<file path="src/rtl/unidade_controle.sv">
// Memory-game control unit: Moore FSM that sequences the datapath through
// rounds of growing length and reports win / error / timeout.
module unidade_controle (
    input  logic       clock,
    input  logic       reset,
    input  logic       iniciar,
    input  logic       igual,
    input  logic       fim_sequencia,
    input  logic       ultima_sequencia,
    input  logic       jogada_feita,
    input  logic       fim_timer,
    input  logic       fimE,
    output logic       zeraE,
    output logic       contaE,
    output logic       zeraL,
    output logic       contaL,
    output logic       zeraR,
    output logic       registraR,
    output logic       zera_timer,
    output logic       conta_timer,
    output logic       pronto,
    output logic       acertou,
    output logic       errou,
    output logic       timeout,
    output logic [3:0] db_estado
);

    typedef enum logic [3:0] {
        INICIAL          = 4'h0,
        PREPARACAO       = 4'h1,
        INICIO_RODADA    = 4'h2,
        ESPERA_JOGADA    = 4'h3,
        REGISTRA         = 4'h4,
        COMPARACAO       = 4'h5,
        PROXIMO_ENDERECO = 4'h6,
        PROXIMA_RODADA   = 4'h7,
        FIM_ACERTOU      = 4'h8,
        FIM_ERROU        = 4'h9,
        FIM_TIMEOUT      = 4'hA
    } estado_t;

    estado_t estado_q, estado_d;

    // Address counter rco is debug only; round end comes from fim_sequencia.
    logic unused_fime;
    assign unused_fime = fimE;

    // State register with synchronous active-low reset.
    always_ff @(posedge clock) begin
        if (!reset) estado_q <= INICIAL;
        else        estado_q <= estado_d;
    end

    // Next-state logic; illegal codes fall back to inicial.
    always_comb begin
        estado_d = INICIAL;
        case (estado_q)
            INICIAL:          estado_d = iniciar ? PREPARACAO : INICIAL;
            PREPARACAO:       estado_d = INICIO_RODADA;
            INICIO_RODADA:    estado_d = ESPERA_JOGADA;
            // A play arriving with the timeout in the same cycle wins.
            ESPERA_JOGADA:    estado_d = jogada_feita ? REGISTRA :
                                         fim_timer    ? FIM_TIMEOUT : ESPERA_JOGADA;
            REGISTRA:         estado_d = COMPARACAO;
            COMPARACAO: begin
                if (!igual)                                  estado_d = FIM_ERROU;
                else if (fim_sequencia && ultima_sequencia)  estado_d = FIM_ACERTOU;
                else if (fim_sequencia)                      estado_d = PROXIMA_RODADA;
                else                                         estado_d = PROXIMO_ENDERECO;
            end
            PROXIMO_ENDERECO: estado_d = ESPERA_JOGADA;
            PROXIMA_RODADA:   estado_d = INICIO_RODADA;
            FIM_ACERTOU,
            FIM_ERROU,
            FIM_TIMEOUT:      estado_d = iniciar ? PREPARACAO : estado_q;
            default:          estado_d = INICIAL;
        endcase
    end

    // Moore output decode from the state register only.
    always_comb begin
        zeraE       = 1'b0;
        contaE      = 1'b0;
        zeraL       = 1'b0;
        contaL      = 1'b0;
        zeraR       = 1'b0;
        registraR   = 1'b0;
        zera_timer  = 1'b0;
        conta_timer = 1'b0;
        pronto      = 1'b0;
        acertou     = 1'b0;
        errou       = 1'b0;
        timeout     = 1'b0;
        case (estado_q)
            PREPARACAO: begin
                zeraE      = 1'b1;
                zeraL      = 1'b1;
                zeraR      = 1'b1;
                zera_timer = 1'b1;
            end
            INICIO_RODADA: begin
                zeraE      = 1'b1;
                zera_timer = 1'b1;
            end
            ESPERA_JOGADA:    conta_timer = 1'b1;
            REGISTRA:         registraR   = 1'b1;
            // Fresh timeout window for every play of the round.
            PROXIMO_ENDERECO: begin
                contaE     = 1'b1;
                zera_timer = 1'b1;
            end
            PROXIMA_RODADA:   contaL = 1'b1;
            FIM_ACERTOU: begin
                pronto  = 1'b1;
                acertou = 1'b1;
            end
            FIM_ERROU: begin
                pronto = 1'b1;
                errou  = 1'b1;
            end
            FIM_TIMEOUT: begin
                pronto  = 1'b1;
                timeout = 1'b1;
            end
            default: ;
        endcase
    end

    assign db_estado = estado_q;

endmodule

</file>
<file path="config.mk">
export PLATFORM = sky130hd
export DESIGN_NAME = unidade_controle
export DESIGN_NICKNAME = d
export VERILOG_FILES = /design/src/rtl/unidade_controle.sv
export SDC_FILE = /design/constraint.sdc
export NUM_CORES = 1
export LEC_CHECK = 0
export ABC_AREA = 1
export BUFFER_PORTS_ARGS = -buffer_cell sky130_fd_sc_hd__buf_2
export CAP_MARGIN = 20
export CORE_AREA = 2 2 39 41
export CTS_CLUSTER_SIZE = 8
export DETAILED_ROUTE_END_ITERATION = 7
export DIE_AREA = 0 0 41 43
export SETUP_SLACK_MARGIN = 0.15
export SLEW_MARGIN = 0
export SYNTH_ARGS = -nofsm -noshare
export SYNTH_HDL_FRONTEND = slang
export SYNTH_SLANG_ARGS = --single-unit
</file>
<file path="constraint.sdc">
create_clock -name clock -period 2.95 [get_ports clock]
set_input_delay 0.4425 -clock clock [delete_from_list [all_inputs] [get_ports clock]]
set_output_delay 0.4425 -clock clock [all_outputs]
set_load 0.01 [all_outputs]
</file>
==> run summary <==
======================================================================================
Finished Layout Cells                                                              111
Required time of the worst setup path                                          2.51 ns
Number of antenna violations at the first check in global routing                    0
Initial drt markers                                                                 19
Outcome                                                                   finished clean
Final Slew Violations                                                                0
Number of vias after detailed routing                                              504
Worst clock skew                                                            0.00978 ns
Fin crit share                                                                   56.5%
Critical path peak fanout                                                            5
Number of gates resized after CTS                                                    0
# Post-CTS Setup Buffers                                                             0
Power per Cell Area                                                        426 nW/um^2
X dimension of the die                                                           41 um
Number of H-tree branching levels                                                    1
Global route total overflow                                                          0
Number of vias per cell                                                           4.54
Net count, final                                                                   106
Arr. time, crit path                                                           1.22 ns
Post-Route Hold Slack                                                         0.446 ns
Smallest setup slack after layout                                              1.28 ns
Final sum of negative setup slack                                                 0 ns
Gate count after technology mapping                                                 70
Max Cap Violations                                                                   0
Growth of design area from synthesis to finish                                   37.4%
Number of unique standard cell types used by synthesis                              18
Largest stage delay on the critical path                                       0.38 ns
Overall global routing resource usage                                            13.5%
Maximum clock insertion buffer count                                                 2
Path type of the worst min-delay path                                           in2reg
Transition at the pin with the smallest max-transition slack                  0.286 ns
Highest-count cells in the layout ignoring fill and taps                  buf_2 (23), nand2_1 (16), inv_1 (14)
Most common cell after layout, fill and taps aside                               buf_2
Setup crit end kind                                                       primary output
Leakage power                                                                 0.358 nW
Clock insertion delay at the later pin of the skew report                      0.25 ns
Clock slew at the register clock pins of the worst setup and hold paths        0.03 ns
Type of origin of the critical path                                           register
Max reg flops                                                                        4
Series of cell instances along the critical path                          inv_2 > nor2_2 > inv_1 > nor2_1 > buf_2
Effective utilization at floorplan                                               29.0%
Number of hold violations in the final report                                        0
Number of top-level design ports                                                    25
Number of buffers added on ports                                                    23
Number of nets in the synthesized netlist                                           79
Wire length of the first global-routing pass                                   1.63 mm
Final setup fails                                                                    0
Residual antenna-violating net count after detailed routing                          0
CTS Hold Bufs                                                                        0
Height of the die                                                                43 um
DP HPWL                                                                         888 um
Worst-case vdd ir drop                                                        0.169 mV
Synth warnings                                                                       0
Category of the critical setup timing path                                     reg2out
Post-route DRC                                                                       0
Core area                                                                   1380 sq um
Part of the Yosys area used for sequential elements                              19.9%
Detail-routed net length per standard cell                                     9.59 um
Cell Rows                                                                           14
Clock root buffer master                                                      clkbuf_4
Total number of clock tree sinks                                                     4
Via count of the first global-routing pass                                         415
Post-detailed-routing wire length                                              1.06 mm
Number of buffers created by CTS                                                     3
Max-Slew Margin vs Limit                                                         80.7%
Register bit count reported by yosys                                                 4
Critical path buffers and inverters                                                  3
Die outline area                                                            1760 sq um
TritonCTS clock tree                                                             built
Layout cell share with drive strength beyond 1                                   37.9%
Minimum clock period                                                           1.67 ns
Post-Place Worst Slack                                                         1.55 ns
GPL Wtd Cong                                                                     0.853
Maximum number of pins on one net before global-route repair                         7
Peak clock frequency supported by timing                                       600 MHz
Max stage delay cell, worst path                                               dfxtp_1
Number of inserted diodes                                                            0
Total standard cell area after synthesis                                     402 sq um
Dominant delay contributor by cell family on the critical path              flip-flops
Per-instance average area after synthesis                                   5.74 sq um
Total placed cells including tap cells                                             108
DR pass1 iterations                                                                  4
Setup repair after global routing missed its margin                                 no
======================================================================================
==> power breakdown <==
part	internal (mW)	total [mW]	switching, mW
Sequential	0.0604	0.0677	0.00734
Clock	0.0458	0.0730	0.0272
Combinational	0.0359	0.0942	0.0583
==> cells by family after synthesis <==
kind of cell / count (synthesis) / synth area share (%)
buffers and inverters: 16 / 15.9
AOI/OAI and AO/OA: 6 / 10.9
DFF: 4 / 19.9
and+or+nand+nor: 44 / 53.3
==> layout make-up <==
class / count / area (sq um)
Fill cell: 162 / 832
Multi-Input combinational cell: 50 / 258
Timing Repair Buffer: 23 / 115
Sequential cell: 4 / 80.1
Inverter: 15 / 56.3
Clock buffer: 3 / 22.5
Tap cell: 16 / 20.0
==> path summary, 6_finish.rpt <==
kind | slack [ns] | from | cells after the start | to
worst min register to register | 0.64 | db_estado[3] | 3 | db_estado[2]
worst max-delay path | 1.28 | db_estado[3] | 5 | errou
worst max register to register | 1.80 | db_estado[3] | 7 | db_estado[0]
worst min-delay path | 0.45 | reset | 3 | db_estado[3]
==> worst register-to-register path, stage by stage (launching register included) <==
cell and delay, ns:
dfxtp_1 0.38, inv_2 0.08, nand2_1 0.14, inv_1 0.07, nand2_2 0.07, nand3_1 0.09
o21bai_1 0.15, nand2_1 0.07
==> synth_stat cells, drive strengths merged <==
library cell | n | area share (%)
nand2 | 19 | 20
dfxtp | 4 | 20
o21ai | 1 | 1.2
inv | 15 | 14
buf | 1 | 1.9
nand4 | 2 | 3.1
nand3 | 9 | 15
a21boi | 1 | 1.9
o211ai | 1 | 3.1
a31oi | 1 | 1.6
nor2 | 14 | 16
a21oi | 1 | 1.2
o21bai | 1 | 1.9
==> per-layer routing <==
layer  part of all wire, %  routed length (um)  up-vias  GRT usage, %
met5                     0                   0        -             0
met4                   2.0                  21        0          6.00
met3                   7.0                  75        3          4.71
met2                    48                 512       17          20.0
met1                    43                 455      215          16.7
li1                      -                   -      269             -
==> through the flow <==
step           total power [mW]  util, %  area [sq um]
2_1_floorplan             0.130        -           402
3_3_place_gp              0.163     38.2           529
3_5_place_dp              0.163     38.2           529
4_1_cts                   0.237     39.9           552
5_1_grt                   0.252     39.9           552
6_report                  0.235     39.9           552
Power figures use the tool's default switching activity.
